<file path="config.mk">
export PLATFORM = sky130hd
export DESIGN_NAME = icap_multiboot_ctrl
export DESIGN_NICKNAME = d
export VERILOG_FILES = /design/src/rtl/multiboot_pkg.sv /design/src/rtl/icap_multiboot_ctrl_btn_debounce.sv /design/src/rtl/icap_multiboot_ctrl.sv
export SDC_FILE = /design/constraint.sdc
export NUM_CORES = 1
export LEC_CHECK = 0
export BUFFER_PORTS_ARGS = -buffer_cell sky130_fd_sc_hd__buf_2
export CAP_MARGIN = 30
export CELL_PAD_IN_SITES_DETAIL_PLACEMENT = 1
export CELL_PAD_IN_SITES_GLOBAL_PLACEMENT = 1
export CORE_MARGIN = 4
export CORE_UTILIZATION = 31
export DETAILED_ROUTE_END_ITERATION = 7
export PLACE_DENSITY_LB_ADDON = 0.1
export SLEW_MARGIN = 10
export SYNTH_ARGS = -nofsm -noshare
export SYNTH_HDL_FRONTEND = slang
export SYNTH_SLANG_ARGS = --single-unit
</file>
<file path="constraint.sdc">
create_clock -name clock -period 3.7 [get_ports clock]
set_input_delay 0.74 -clock clock [delete_from_list [all_inputs] [get_ports clock]]
set_output_delay 0.74 -clock clock [all_outputs]
set_load 0.01 [all_outputs]
</file>
<file path="src/rtl/multiboot_pkg.sv">
// Shared ICAP constants, FSM encodings and byte bit-reversal
// for the Spartan-6 multiboot sequencer.
package multiboot_pkg;

  localparam logic [15:0] SYNC1      = 16'hAA99;
  localparam logic [15:0] SYNC2      = 16'h5566;
  localparam logic [15:0] CMD_HDR    = 16'h30A1;
  localparam logic [15:0] CMD_NULL   = 16'h0000;
  localparam logic [15:0] GEN1_HDR   = 16'h3261;
  localparam logic [15:0] GEN2_HDR   = 16'h3281;
  localparam logic [15:0] GEN3_HDR   = 16'h32A1;
  localparam logic [15:0] GEN4_HDR   = 16'h32C1;
  localparam logic [15:0] MODE_HDR   = 16'h3301;
  localparam logic [15:0] MODE_QUAD  = 16'h3100;
  localparam logic [15:0] CMD_REBOOT = 16'h000E;
  localparam logic [15:0] NOOP       = 16'h2000;
  localparam logic [15:0] IDLE_WORD  = 16'hFFFF;

  localparam logic [7:0] OP_QUAD = 8'h6B;
  localparam logic [7:0] OP_SPI  = 8'h03;

  typedef enum logic [1:0] {
    ST_IDLE,
    ST_SEND,
    ST_FIN
  } state_t;

  // ICAP wants bit 0 of each byte on its MSB pin
  function automatic logic [15:0] byte_rev16(
    input logic [15:0] w
  );
    logic [15:0] r;
    r = '0;
    for (int b = 0; b < 8; b++) begin
      r[7-b]  = w[b];
      r[15-b] = w[8+b];
    end
    return r;
  endfunction

endpackage

</file>
<file path="src/rtl/icap_multiboot_ctrl_btn_debounce.sv">
// Boot button synchroniser and debouncer; level idles high
// and release_pulse marks the debounced 0->1 transition.
module btn_debounce #(
  parameter int DEB_BITS = 16
) (
  input  logic clock,
  input  logic reset,
  input  logic in_n,
  output logic level,
  output logic release_pulse
);

  logic [1:0]          sync_q;
  logic [DEB_BITS-1:0] cnt_q;
  logic                level_q;
  logic                rel_q;
  logic                differ;
  logic                flip;

  assign differ = sync_q[1] != level_q;
  assign flip   = differ && (&cnt_q);

  always_ff @(posedge clock) begin
    if (reset) begin
      sync_q  <= 2'b11;
      cnt_q   <= '0;
      level_q <= 1'b1;
      rel_q   <= 1'b0;
    end else begin
      sync_q <= {sync_q[0], in_n};
      rel_q  <= flip && !level_q;
      if (flip) begin
        level_q <= ~level_q;
      end
      // any agreeing sample restarts the stability window
      if (!differ || flip) begin
        cnt_q <= '0;
      end else begin
        cnt_q <= cnt_q + 1'b1;
      end
    end
  end

  assign level         = level_q;
  assign release_pulse = rel_q;

endmodule

</file>
<file path="src/rtl/icap_multiboot_ctrl.sv">
// Spartan-6 ICAP warm-reboot sequencer: streams the IPROG
// word list for a selected flash slot, one word per clock.
module icap_multiboot_ctrl
  import multiboot_pkg::*;
#(
  parameter int          SLOTS     = 4,
  parameter logic [23:0] BASE_ADDR = 24'h0,
  parameter logic [23:0] SLOT_SIZE = 24'h100000,
  parameter logic [23:0] FALLBACK  = 24'h0,
  parameter bit          QUAD      = 1'b1,
  parameter int          BTN_SLOT  = 0,
  parameter int          DEB_BITS  = 16,
  localparam int         SW        = (SLOTS > 1) ? $clog2(SLOTS) : 1
) (
  input  logic          clock,
  input  logic          reset,
  input  logic          req,
  input  logic [SW-1:0] slot,
  input  logic          boot_n,
  input  logic          icap_busy,
  output logic          busy,
  output logic          err,
  output logic          done,
  output logic          icap_ce_n,
  output logic          icap_wr_n,
  output logic [15:0]   icap_i
);

  localparam int         N    = QUAD ? 20 : 18;
  localparam logic [4:0] LAST = 5'(N - 1);
  localparam logic [7:0] OP   = QUAD ? OP_QUAD : OP_SPI;

  function automatic logic [15:0] word_at(
    input logic [4:0]  idx,
    input logic [23:0] a
  );
    logic [4:0]  k;
    logic [15:0] w;
    // serial read skips the two MODE words
    k = (!QUAD && idx >= 5'd12) ? idx + 5'd2 : idx;
    unique case (k)
      5'd0:    w = SYNC1;
      5'd1:    w = SYNC2;
      5'd2:    w = CMD_HDR;
      5'd3:    w = CMD_NULL;
      5'd4:    w = GEN1_HDR;
      5'd5:    w = a[15:0];
      5'd6:    w = GEN2_HDR;
      5'd7:    w = {OP, a[23:16]};
      5'd8:    w = GEN3_HDR;
      5'd9:    w = FALLBACK[15:0];
      5'd10:   w = GEN4_HDR;
      5'd11:   w = {OP, FALLBACK[23:16]};
      5'd12:   w = MODE_HDR;
      5'd13:   w = MODE_QUAD;
      5'd14:   w = CMD_HDR;
      5'd15:   w = CMD_REBOOT;
      default: w = NOOP;
    endcase
    return w;
  endfunction

  state_t        state_q, state_d;
  logic [4:0]    idx_q, idx_d;
  logic [23:0]   addr_q, addr_d;
  logic          ce_q, ce_d;
  logic [15:0]   data_q, data_d;
  logic          done_q, done_d;
  logic          err_q, err_d;

  logic          btn_level;
  logic          btn_rel;
  logic          slot_ok;
  logic          start;
  logic          bad;
  logic [SW-1:0] start_slot;
  logic [23:0]   addr_req;

  btn_debounce #(
    .DEB_BITS(DEB_BITS)
  ) u_btn (
    .clock         (clock),
    .reset         (reset),
    .in_n          (boot_n),
    .level         (btn_level),
    .release_pulse (btn_rel)
  );

  assign slot_ok  = 32'(slot) < SLOTS;
  assign addr_req = BASE_ADDR + SLOT_SIZE * 24'(start_slot);

  always_comb begin
    start      = 1'b0;
    bad        = 1'b0;
    start_slot = slot;
    if (state_q == ST_IDLE) begin
      unique case (1'b1)
        req: begin
          start = slot_ok;
          bad   = !slot_ok;
        end
        (btn_rel && btn_level): begin
          start      = 1'b1;
          start_slot = SW'(BTN_SLOT);
        end
        default: ;
      endcase
    end
  end

  always_comb begin
    state_d = state_q;
    idx_d   = idx_q;
    addr_d  = addr_q;
    ce_d    = ce_q;
    data_d  = data_q;
    done_d  = 1'b0;
    err_d   = bad;
    unique case (state_q)
      ST_IDLE: begin
        if (start) begin
          state_d = ST_SEND;
          idx_d   = '0;
          addr_d  = addr_req;
          ce_d    = 1'b0;
          data_d  = byte_rev16(word_at(5'd0, addr_req));
        end
      end
      ST_SEND: begin
        if (!icap_busy) begin
          if (idx_q == LAST) begin
            state_d = ST_FIN;
            ce_d    = 1'b1;
            data_d  = IDLE_WORD;
            done_d  = 1'b1;
          end else begin
            idx_d  = idx_q + 5'd1;
            data_d = byte_rev16(word_at(idx_d, addr_q));
          end
        end
      end
      ST_FIN: begin
        state_d = ST_IDLE;
      end
      default: begin
        state_d = ST_IDLE;
        ce_d    = 1'b1;
        data_d  = IDLE_WORD;
      end
    endcase
  end

  always_ff @(posedge clock) begin
    if (reset) begin
      state_q <= ST_IDLE;
      idx_q   <= '0;
      addr_q  <= '0;
      ce_q    <= 1'b1;
      data_q  <= IDLE_WORD;
      done_q  <= 1'b0;
      err_q   <= 1'b0;
    end else begin
      state_q <= state_d;
      idx_q   <= idx_d;
      addr_q  <= addr_d;
      ce_q    <= ce_d;
      data_q  <= data_d;
      done_q  <= done_d;
      err_q   <= err_d;
    end
  end

  assign busy      = state_q == ST_SEND;
  assign err       = err_q;
  assign done      = done_q;
  assign icap_ce_n = ce_q;
  assign icap_wr_n = ce_q;
  assign icap_i    = data_q;

endmodule
</file>
* Word level (Yosys, flattened, before mapping)
Cells that the tools add are included.
** Word-level totals
- Register bits after elaboration :: 47
- Bits in latches :: 0
- Bits in writable memories :: 0
- ROM bits :: 0
- Input bits :: 7
- Output and inout port bits :: 21
- Logic and storage cells :: 79
- Memories :: 0
** Cells by class
- Add/sub/neg operators :: 2
- Multiply operators :: 0
- Div/mod/pow operators :: 0
- Magnitude comparators :: 0
- Equal/unequal tests :: 23
- Shifts and indexed selects :: 0
- Multiplexer cells :: 21
- Bitwise operators :: 3
- Reduce and logical (&&, ||, !) cells :: 20
** Operators by type and width (number)
- 16-bit case mux with 13 select lines :: 1
- 16-bit two-way mux :: 3
- 16-bit case mux with 3 select lines :: 1
- 5-bit by 4-bit equality test with 1-bit output, second input constant :: 8
- 5-bit by 3-bit equality test with 1-bit output, second input constant :: 4
- 16-bit by 1-bit adder with 16-bit output, second input constant :: 1
- 16-bit AND reduction :: 1
- 5-bit two-way mux :: 3
- 5-bit by 2-bit equality test with 1-bit output, second input constant :: 2
- 5-bit case mux with 2 select lines :: 1
- 2-bit two-way mux :: 4
- 4-bit AND reduction :: 2
- 1-bit two-way mux :: 6
- 2-bit != test, second input constant :: 3
- 3-bit AND reduction :: 2
- 2-bit OR reduction :: 3
- 3-bit OR reduction :: 2
- 5-bit by 1-bit adder with 5-bit output, second input constant :: 1
- 5-bit by 1-bit equality test with 1-bit output, second input constant :: 1
- 5-bit equality test, second input constant :: 1
- 5-bit logical NOT :: 1
- 2-bit case mux with 2 select lines :: 1
- 1-bit logical AND :: 3
- 1-bit inverter :: 3
- 10 further kinds :: 11

* Depth between registers and ports, before layout
Gate-level depths: netlist (run 1).
- Depth after elaboration :: 7
- Gate-level depth with buffers :: 8
- Gate-level depth less buffers :: 7

* By module
Synthesis (run 1) repeated with hierarchy kept, for this count alone.
** Second synthesis, totals
- Cell total of the unflattened synthesis :: 298
- Area total of the unflattened synthesis :: 2497.4 um2
** Modules (own cells, without submodules)
- icap_multiboot_ctrl :: times used 1, cells each 204, area each 1666.6 um2, seq. area each 520.5 um2
- btn_debounce :: times used 1, cells each 94, area each 830.8 um2, seq. area each 400.4 um2

* Worst setup path before layout (run 1)
No wires, ideal clock.
- Path kind :: input to register
- From :: input req
- To :: register data_q[0], in the netlist icap_i[0]
- Setup time :: 0.156 ns
- Data arrival time :: 1.808 ns
- Path slack :: 1.737 ns
- Stages on the path :: 5
- Buffers on the path :: 0
- Cells stage by stage :: a21oi_1 nor2_1 o21a_1 a21oi_1 o311ai_0
** On the way
- Word-level cells in the longest chain between the ends :: 5
** RTL lines
- start: declaration :: line icap_multiboot_ctrl.sv:17 : input logic req,
- 2-bit OR reduction (no source line)
- 1-bit two-way mux :: line icap_multiboot_ctrl.sv:97 : unique case (1'b1)
- 1-bit two-way mux :: line icap_multiboot_ctrl.sv:96 : if (state_q == ST_IDLE) begin
- 2-bit != test (no source line)
- 3-bit AND reduction (no source line)
- end signal: assignment :: line icap_multiboot_ctrl.sv:167 : data_q <= data_d;
- end: declaration :: line icap_multiboot_ctrl.sv:67 : logic [15:0] data_q, data_d;
Every way passes these cells.
A chain may end at the register's enable or synchronous reset.

* Worst setup path in the final report (run 1)
- From :: register idx_q[1]
- To :: register data_q[2], in the netlist icap_i[2]
** On the way
- Word-level cells in the longest chain between the ends :: 7
** RTL lines
- start: declaration :: line icap_multiboot_ctrl.sv:64 : logic [4:0] idx_q, idx_d;
- start signal: assignment :: line icap_multiboot_ctrl.sv:164 : idx_q <= idx_d;
- 5-bit by 1-bit adder with 5-bit output :: line icap_multiboot_ctrl.sv:137 : idx_d = idx_q + 5'd1;
- 5-bit by 4-bit equality test with 1-bit output (tied with other cells) :: line icap_multiboot_ctrl.sv:41 : unique case (k)
- 3-bit OR reduction (no source line) or 2-bit OR reduction (tied branches)
- 16-bit case mux with 13 select lines :: line icap_multiboot_ctrl.sv:41
- 16-bit two-way mux (*) :: line icap_multiboot_ctrl.sv:131 : if (idx_q == LAST) begin
- 16-bit two-way mux (*) :: line icap_multiboot_ctrl.sv:130 : if (!icap_busy) begin
- 16-bit case mux with 3 select lines (*) :: line icap_multiboot_ctrl.sv:119 : unique case (state_q)
Mark *: on every way between the ends. The rest lies on a longest branch, timed or not. The select of a mux whose other input is x is not followed.

==> flow_summary.ini, run 1 <==
[status]
status = completed

[place]
dpl_cell_area_sq_um = 2610
routabilityCongestion = 0.756
hpwlAfterDp_um = 4760
io_buffers = 26

[clock_network]
clk_pin_slew_ns = 0.09
numCtsBuffers = 5
cts_tree = done
htree_levels = 2
clk_path_buf_depth = 2
root_buffer = clkbuf_8
clk-insertion-delay-late_ns = 0.30
ctsHoldBuffers = 0
cts_sinks = 46
post_cts_buffers = 0
cts.repair.resized = 0

[setup_path]
end_kind = flip-flop
critical_path_class = flip-flop to flip-flop
crit_arrival_ns = 3.05
cp_slowest_cell = ha_1
path_cells = ha_1 -> nand3_1 -> xor2_2 -> nand2_1 -> or4_1 -> o2111ai_1
cp_max_fo = 22
worstSetupStartpointType = flip-flop
cp.required_ns = 3.92
r2r_cells = 6
cpPeakStageDelay_ns = 0.74

[timing]
period_minus_slack_ns = 2.83
setup_violations = 0
worst_slew_pin_slew_ns = 0.885
finalHoldViolCount = 0
slew-limit-headroom_pct = 40.6
rsz0062_at_grt = false
slew_viol_final = 0
skew_ns = 0.00346
period_share_pct = 76.6
tns_ns = 0
clock.fmax_ghz = 0.353

[floorplanning]
start_util_pct = 31.9
die_area_sq_um = 9450
core_sq_um = 7730
io_pins = 28
die_h_um = 97.2
row_count = 32
fp.dieW_um = 97.2

[logic_synthesis]
syn_nets = 307
synth.most_common_cell = dfxtp_1
yosys-top-cells-area = dfxtp_1, nor2_1, nand2_1
avgSynthCellArea_sq_um = 8.39
seq_area_frac_synth_pct = 37.3
synth_edf_count = 0
synth_top_cell_area_share_pct = 37.3
synth_cells = 294
ys_types = 58
synthArstFlopShare_pct = 0
ys.flop_type = dfxtp_1
synth_area_sq_um = 2470
synth_top_area_cell = dfxtp_1
synth-seq-cells = 46
synth_warnings = 0
synth_commonest_cells = dfxtp_1, nor2_1, nand2_1, nand3_1, a21oi_1

[routing]
drt_first_pass_iters = 4
detail-route-antenna-nets = 0
wirelength_um = 6440
drtIter0Drc = 96
vias = 2060
vias_per_cell = 5.01
avgRoutedWirePerCell_um = 15.7
drc_errors = 0

[global_route]
globalRouteTotalUtil_pct = 13.8
antenna_found_initial = 0
first_global_vias = 2002
grt_pass1_wl_um = 10700
grt_max_degree = 23
grt_overflow = 0

[cells_and_area]
postLayoutCellArea_sq_um = 2720
syn_to_final_growth_pct = 10.2
antenna_cells = 0
layout.nets = 321
drive_gt1_share_pct = 14.2

[power]
power_uw = 1020
power_per_cell_area_nw_per_um2 = 377
vdd_drop_max_mv = 0.148
p_leak_uw = 0.000982

[hold_path]
hold_depth = 1
worstHoldPathType = flip-flop to flip-flop

[flow_run]
maxCapViolCount = 0
-- cells in the final DEF, fill, tap and decap left out, types with 4 or more instances in the layout --
| cell | instances |
|---|---|
| nand2_1 | 28 |
| buf_2 | 26 |
| o211ai_1 | 7 |
| xor2_1 | 11 |
| nand3_1 | 19 |
| nand4_1 | 4 |
| nor2_1 | 32 |
| dfxtp_1 | 46 |
| a21oi_1 | 18 |
| ha_1 | 6 |
| xnor2_1 | 10 |
| inv_1 | 9 |
| nor3_1 | 4 |
| nand2b_1 | 4 |
| o21ai_0 | 9 |
| a22oi_1 | 4 |
| clkbuf_8 | 5 |
-- final cells by class --
type | count | area, sq um
Fill cell | 924 | 5010
Multi-Input combinational cell | 219 | 1390
Sequential cell | 46 | 921
Timing Repair Buffer | 27 | 138
Tap cell | 102 | 128
Clock buffer | 6 | 72.6
Clock inverter | 2 | 37.5
Inverter | 9 | 33.8
-- sequential cells by signal (all words and copies together), names as in the netlist --
signal and cells:
addr_q 2, done 1, icap_ce_n 1, icap_i 15
idx_q 5, state_q 2, u_btn.cnt_q 16, u_btn.level 1
u_btn.release_pulse 1, u_btn.sync_q 2
-- worst paths after layout --
check / from / end / slack (ns)
max: idx_q[1]$_SDFFE_PP0P_ / icap_i[2]$_SDFFE_PP1P_ / 0.87
min: u_btn.sync_q[0]$_SDFF_PP1_ / u_btn.sync_q[1]$_SDFF_PP1_ / 0.42
max reg2reg: idx_q[1]$_SDFFE_PP0P_ / icap_i[2]$_SDFFE_PP1P_ / 0.87
min reg2reg: u_btn.sync_q[0]$_SDFF_PP1_ / u_btn.sync_q[1]$_SDFF_PP1_ / 0.42
-- critical path, delay by kind of cell (launching register included) --
kind,cells,cell delay (ns)
AND/OR/NAND/NOR,3,1.06
adder cells (fa/ha/maj),1,0.74
flip-flops,1,0.51
XOR/XNOR,1,0.33
AO/OA/AOI/OAI,1,0.11
-- cell families (layout without fill, tap and decap cells) --
family / after synthesis / in the layout / synth area share (%)
AOI/OAI and AO/OA: 66 / 66 / 17.9
xor gates and xnor gates: 22 / 22 / 8.12
adders and majority gates: 6 / 6 / 3.04
buffers and inverters: 29 / 44 / 6.34
DFF: 46 / 46 / 37.3
muxes: 2 / 2 / 0.812
other: 1 / 1 / 0.152
and+or+nand+nor: 122 / 122 / 26.3
-- power by group --
part | internal [uW] | total [uW] | switching (uW)
combinational | 44.6 | 113 | 68.5
clock | 202 | 379 | 177
sequential | 516 | 532 | 15.8
-- stage by stage --
| stage | util [%] | worst slack (ns) | std cells | hold slack (ns) |
|---|---|---|---|---|
| 3_3_place_gp | 33.8 | 1.09 | 403 | 0.402 |
| 3_5_place_dp | 33.8 | 0.943 | 403 | 0.400 |
| 5_1_grt | 35.2 | 0.563 | 411 | 0.448 |
| 4_1_cts | 35.2 | 0.908 | 411 | 0.426 |
| 2_1_floorplan | - | 1.74 | 294 | 0.389 |
| 6_report | 35.2 | 0.867 | 411 | 0.419 |
-- metal layers --
metal	vias to the layer above	routed length, um	track usage [%]
li1	1055	-	-
met1	966	3270	19.2
met2	30	2810	21.2
met3	9	240	3.23
met4	0	126	4.43
met5	-	0	0
No activity file was read; power rests on OpenSTA's default activity.
==> run 2: changes to the inputs <==
==> constraint.sdc (replaced) <==
create_clock -name clock -period 2.6 [get_ports clock]
set_input_delay 0.52 -clock clock [delete_from_list [all_inputs] [get_ports clock]]
set_output_delay 0.52 -clock clock [all_outputs]
set_load 0.01 [all_outputs]
==> run 2 against run 1 <==
  * Hold slack worse by 0.022 ns
  * Cell area up 1.3%
  * Sequential share of layout area down 0.45 points
  * Largest power group unchanged
==> flow_summary.ini, run 2 (same netlist as run 1, synthesis figures left out) <==
[status]
status = completed

[clock_network]
clk_path_buf_depth = 2
root_buffer = clkbuf_8
ctsHoldBuffers = 0
numCtsBuffers = 5
clk-insertion-delay-late_ns = 0.30
htree_levels = 2
cts_sinks = 46
cts_tree = done
clk_pin_slew_ns = 0.09
post_cts_buffers = 0
cts.repair.resized = 0

[cells_and_area]
final_cell_mix = dfxtp_1, nor2_1, nand2_1, buf_2, nand3_1
fillers = 943
regMostFlops = u_btn.cnt_q
largest_register_ff_count = 16
antenna_cells = 0
drive_gt1_share_pct = 16.4
layout.nets = 329
multi_input_area_sq_um = 1390
postLayoutCellArea_sq_um = 2760
final_common_cell = dfxtp_1
final_util_pct = 35.7
fin_cells = 419
syn_to_final_growth_pct = 11.7
seqCellArea_sq_um = 921

[routing]
drt_first_pass_iters = 4
vias = 2122
vias_per_cell = 5.06
drtIter0Drc = 81
wirelength_um = 6580
drc_errors = 0
avgRoutedWirePerCell_um = 15.7
detail-route-antenna-nets = 0

[setup_path]
path_cells = nand2b_1 -> inv_1 -> nand2_1 -> o21a_1 -> a21oi_1 -> o311ai_0
cp.buffers_inverters = 1
reg2reg_slack_ns = 0.46
cp_top_family = compound AO/OA/AOI/OAI gates
cp_slowest_cell = dfxtp_1
cpPeakStageDelay_ns = 0.56
crit_arrival_ns = 2.28
critPathLaunch = state_q[0]$_SDFFE_PP0P_
end_kind = flip-flop
cp.required_ns = 2.74
timing.rr.start = state_q[0]$_SDFFE_PP0P_
r2r_cells = 6
critical_path_class = flip-flop to flip-flop
reg2reg_to = icap_i[12]$_SDFFE_PP1P_
worstSetupStartpointType = flip-flop
cp-endpoint = icap_i[12]$_SDFFE_PP1P_
cp_max_fo = 9
worst-path-stages = 6

[place]
dpl_cell_area_sq_um = 2670
dp_cells = 411
dp_slack_ns = 0.354
hpwlAfterDp_um = 4890
routabilityCongestion = 0.785
io_buffers = 26

[timing]
finalHoldViolCount = 0
slew_viol_final = 0
skew_ns = 0.00507
setup_violations = 0
slew-limit-headroom_pct = 64.3
tns_ns = 0
final.setup.worst_slack_ns = 0.460
period_share_pct = 82.3
worst_slew_pin_slew_ns = 0.536
period_minus_slack_ns = 2.14
rsz0062_at_grt = false
clock.fmax_ghz = 0.467

[floorplanning]
io_pins = 28
fp.dieW_um = 97.2
core_sq_um = 7730
die_h_um = 97.2
start_util_pct = 31.9
die_area_sq_um = 9450
row_count = 32

[global_route]
grt_overflow = 0
first_global_vias = 2108
antenna_found_initial = 0
globalRouteTotalUtil_pct = 14.5
grt_pass1_wl_um = 11200
grt_max_degree = 23

[power]
power_per_cell_area_nw_per_um2 = 498
p_leak_uw = 0.00102
vdd_drop_max_mv = 0.208

[flow_run]
maxCapViolCount = 0

[hold_path]
worstHoldPathType = primary input to flip-flop
[run 2: changes by cell type in the layout (fill, tap and decap cells not counted)]
cell        before  now
buf_4            1    9
bufinv_16        1    0
clkinv_2         0    1
clkinv_4         0    1
clkinvlp_4       1    0
[run 2: cell type report]
| class | instances | share of cell area [%] |
|---|---|---|
| flip-flops and latches | 46 | 33.4 |
| multi-input cells | 219 | 50.4 |
| repair buffers | 35 | 7.18 |
| inverters | 9 | 1.23 |
| clock inverters | 2 | 0.500 |
| clock buffers | 6 | 2.63 |
| well taps | 102 | 4.63 |
[run 2: per-layer routing]
layer / vias up / global-route usage (%) / share of wire, %
met5: - / 0 / 0
met1: 1014 / 20.8 / 51
li1: 1067 / - / -
met4: 0 / 4.32 / 1.2
met3: 6 / 2.87 / 2.9
met2: 35 / 21.8 / 45
[run 2: report_power, final]
| part | internal, uW | switching, uW |
|---|---|---|
| Clock | 191 | 261 |
| Sequential | 735 | 23.1 |
| Combinational | 64.5 | 98.6 |
| Total | 990 | 383 |
[run 2: how the worst min path moves through the flow]
stage | cells past startpoint | slack [ns] | start | to
after floorplan | 1 | 0.39 | u_btn.sync_q[0]$_SDFF_PP1_ | u_btn.sync_q[1]$_SDFF_PP1_
after global placement | 1 | 0.40 | u_btn.sync_q[0]$_SDFF_PP1_ | u_btn.sync_q[1]$_SDFF_PP1_
after detailed placement | 1 | 0.40 | u_btn.sync_q[0]$_SDFF_PP1_ | u_btn.sync_q[1]$_SDFF_PP1_
after CTS | 2 | 0.39 | boot_n | u_btn.sync_q[0]$_SDFF_PP1_
after global routing | 2 | 0.39 | boot_n | u_btn.sync_q[0]$_SDFF_PP1_
final | 2 | 0.40 | boot_n | u_btn.sync_q[0]$_SDFF_PP1_
[run 2: metrics by stage]
step / power [uW] / hold WS (ns)
2_1_floorplan: 880 / 0.389
3_3_place_gp: 940 / 0.402
3_5_place_dp: 942 / 0.401
4_1_cts: 1400 / 0.388
5_1_grt: 1460 / 0.394
6_report: 1370 / 0.398
==> run 3: changes to the inputs <==
==> constraint.sdc (replaced) <==
create_clock -name clock -period 1.85 [get_ports clock]
set_input_delay 0.37 -clock clock [delete_from_list [all_inputs] [get_ports clock]]
set_output_delay 0.37 -clock clock [all_outputs]
set_load 0.01 [all_outputs]
==> run 3 against run 2 <==
  * Global-route usage rose by 0.86 points
  * Power rose by 54%
  * Maximum frequency is 19% higher
  * Cell count grew 9.5%
  * Utilization rose by 5.5 points
  * Clock power increased by 74%
  * Hold slack worse by 0.15 ns
  * Highest routed layer unchanged
==> flow_summary.ini, run 3 (same netlist as run 1, synthesis figures left out) <==
[place]
routabilityCongestion = 0.802
dp_cells = 450
hpwlAfterDp_um = 5520
io_buffers = 26
dpl_cell_area_sq_um = 2980

[power]
combPwrFrac_pct = 13.1
switching_share_pct = 26.4
power_frac_seq_pct = 50.0
net-switching-power_uw = 559
power_per_cell_area_nw_per_um2 = 666
clkPwrFrac_pct = 37.0
vdd_drop_max_mv = 0.307
p_leak_uw = 0.00125
cell_internal_pwr_uw = 1560

[global_route]
first_global_vias = 2340
antenna_found_initial = 0
grt_max_degree = 18
grt_overflow = 0
grt_pass1_wl_um = 12000
globalRouteTotalUtil_pct = 15.4

[clock_network]
ctsHoldBuffers = 0
cts_tree = done
cts_sinks = 46
root_buffer = clkbuf_8
numCtsBuffers = 5
clk-insertion-delay-late_ns = 0.30
clk_path_buf_depth = 2
htree_levels = 2
clk_pin_slew_ns = 0.10

[setup_path]
crit_top_cell = buf_4
cp_top_family = compound AO/OA/AOI/OAI gates
crit_arrival_ns = 2.00
critical_path_class = flip-flop to flip-flop
cp.required_ns = 2.06
path_cells = buf_4 -> ha_1 -> nor2b_2 -> buf_4 -> a21boi_0 -> o21ai_0 -> a31oi_1
end_kind = flip-flop
cp_max_fo = 9
cpPeakStageDelay_ns = 0.36
cp_slowest_cell = dfxtp_2
worstSetupStartpointType = flip-flop
cp.buffers_inverters = 2

[cells_and_area]
regMostFlops = u_btn.cnt_q
fin_cells = 459
largest_register_ff_count = 16
final_cell_mix = buf_4, dfxtp_1, nor2_1, nand2_1, buf_2
fillers = 935
layout.nets = 369
antenna_cells = 0
final_common_cell = buf_4
drive_gt1_share_pct = 29.7
postLayoutCellArea_sq_um = 3180
syn_to_final_growth_pct = 29.0

[floorplanning]
die_area_sq_um = 9450
start_util_pct = 31.9
fp.dieW_um = 97.2
die_h_um = 97.2
io_pins = 28
core_sq_um = 7730
row_count = 32

[routing]
drc_errors = 0
wirelength_um = 7200
drtIter0Drc = 74
avgRoutedWirePerCell_um = 15.7
detail-route-antenna-nets = 0
vias_per_cell = 5.03
drt_first_pass_iters = 4
vias = 2311

[timing]
period_share_pct = 97.0
skew_ns = 0.00318
period_minus_slack_ns = 1.79
slew_viol_final = 0
clock.fmax_ghz = 0.557
rsz0062_at_grt = true
tns_ns = 0
setup_violations = 0
finalHoldViolCount = 0
timing.hold.ws_ns = 0.246

[status]
status = completed

[hold_path]
worstHoldPathType = primary input to flip-flop

[flow_run]
maxCapViolCount = 0
[run 3: changes by cell type in the layout (fill, tap and decap cells not counted), moves of 2 or more]
cell and change:
xnor2_1 -2, ha_2 +2, xnor2_2 +2, buf_4 +38, ha_1 -3, dfxtp_1 -3, dfxtp_2 +3
[run 3: layout make-up]
type,instances,area [sq um],share of cell area [%]
inverter,9,33.8,1.06
clock inverter,3,43.8,1.38
sequential,46,925,29.1
clock buffer,5,68.8,2.16
multi-input combinational,219,1470,46.2
tap,102,128,4.01
timing repair buffer,75,514,16.2
[run 3: path summary, 6_finish.rpt]
kind / startpoint / endpoint / slack [ns] / cells after the start
worst max-delay path: idx_q[1]$_SDFFE_PP0P_ / icap_i[10]$_SDFFE_PP1P_ / 0.06 / 7
worst max register to register: idx_q[1]$_SDFFE_PP0P_ / icap_i[10]$_SDFFE_PP1P_ / 0.06 / 7
worst min-delay path: boot_n / u_btn.sync_q[0]$_SDFF_PP1_ / 0.25 / 2
worst min register to register: u_btn.sync_q[0]$_SDFF_PP1_ / u_btn.sync_q[1]$_SDFF_PP1_ / 0.42 / 1
[run 3: timing repair]
| action | in CTS | in global routing |
|---|---|---|
| gates cloned | 0 | 0 |
| endpoints found under the setup margin | 4 | 26 |
| pin swaps | 0 | 3 |
| gates resized for setup | 1 | 16 |
| buffers inserted | 0 | 1 |
[run 3: worst register-to-register path, cell delays in order, from the launching register on]
cell      delay (ns)
dfxtp_2         0.36
buf_4           0.16
ha_1            0.24
nor2b_2         0.19
buf_4           0.14
a21boi_0        0.22
o21ai_0         0.13
a31oi_1         0.26
[run 3: power by group through the flow]
| stage | sequential [uW] | clock (uW) | combinational, uW |
|---|---|---|---|
| 2_1_floorplan | 1090 | 0 | 142 |
| 3_3_place_gp | 1080 | 0 | 275 |
| 3_5_place_dp | 1080 | 0 | 277 |
| 4_1_cts | 1060 | 822 | 278 |
| 5_1_grt | 1070 | 875 | 308 |
| 6_report | 1060 | 783 | 277 |
[run 3: metal layers]
metal | vias up | share of wire (%) | GRT usage [%]
li1 | 1155 | - | -
met1 | 1117 | 51 | 21.3
met2 | 32 | 46 | 25.3
met3 | 7 | 2.3 | 2.87
met4 | 0 | 0.85 | 2.27
met5 | - | 0 | 0
[run 3: metrics by stage]
stage | power, uW | utilization [%] | setup WS (ns)
4_1_cts | 2160 | 40.1 | 0.00654
6_report | 2120 | 41.2 | 0.0554
3_5_place_dp | 1360 | 38.5 | -0.0425
5_1_grt | 2250 | 41.2 | -0.0493
2_1_floorplan | 1240 | - | 0.0379
3_3_place_gp | 1360 | 38.5 | -0.00829
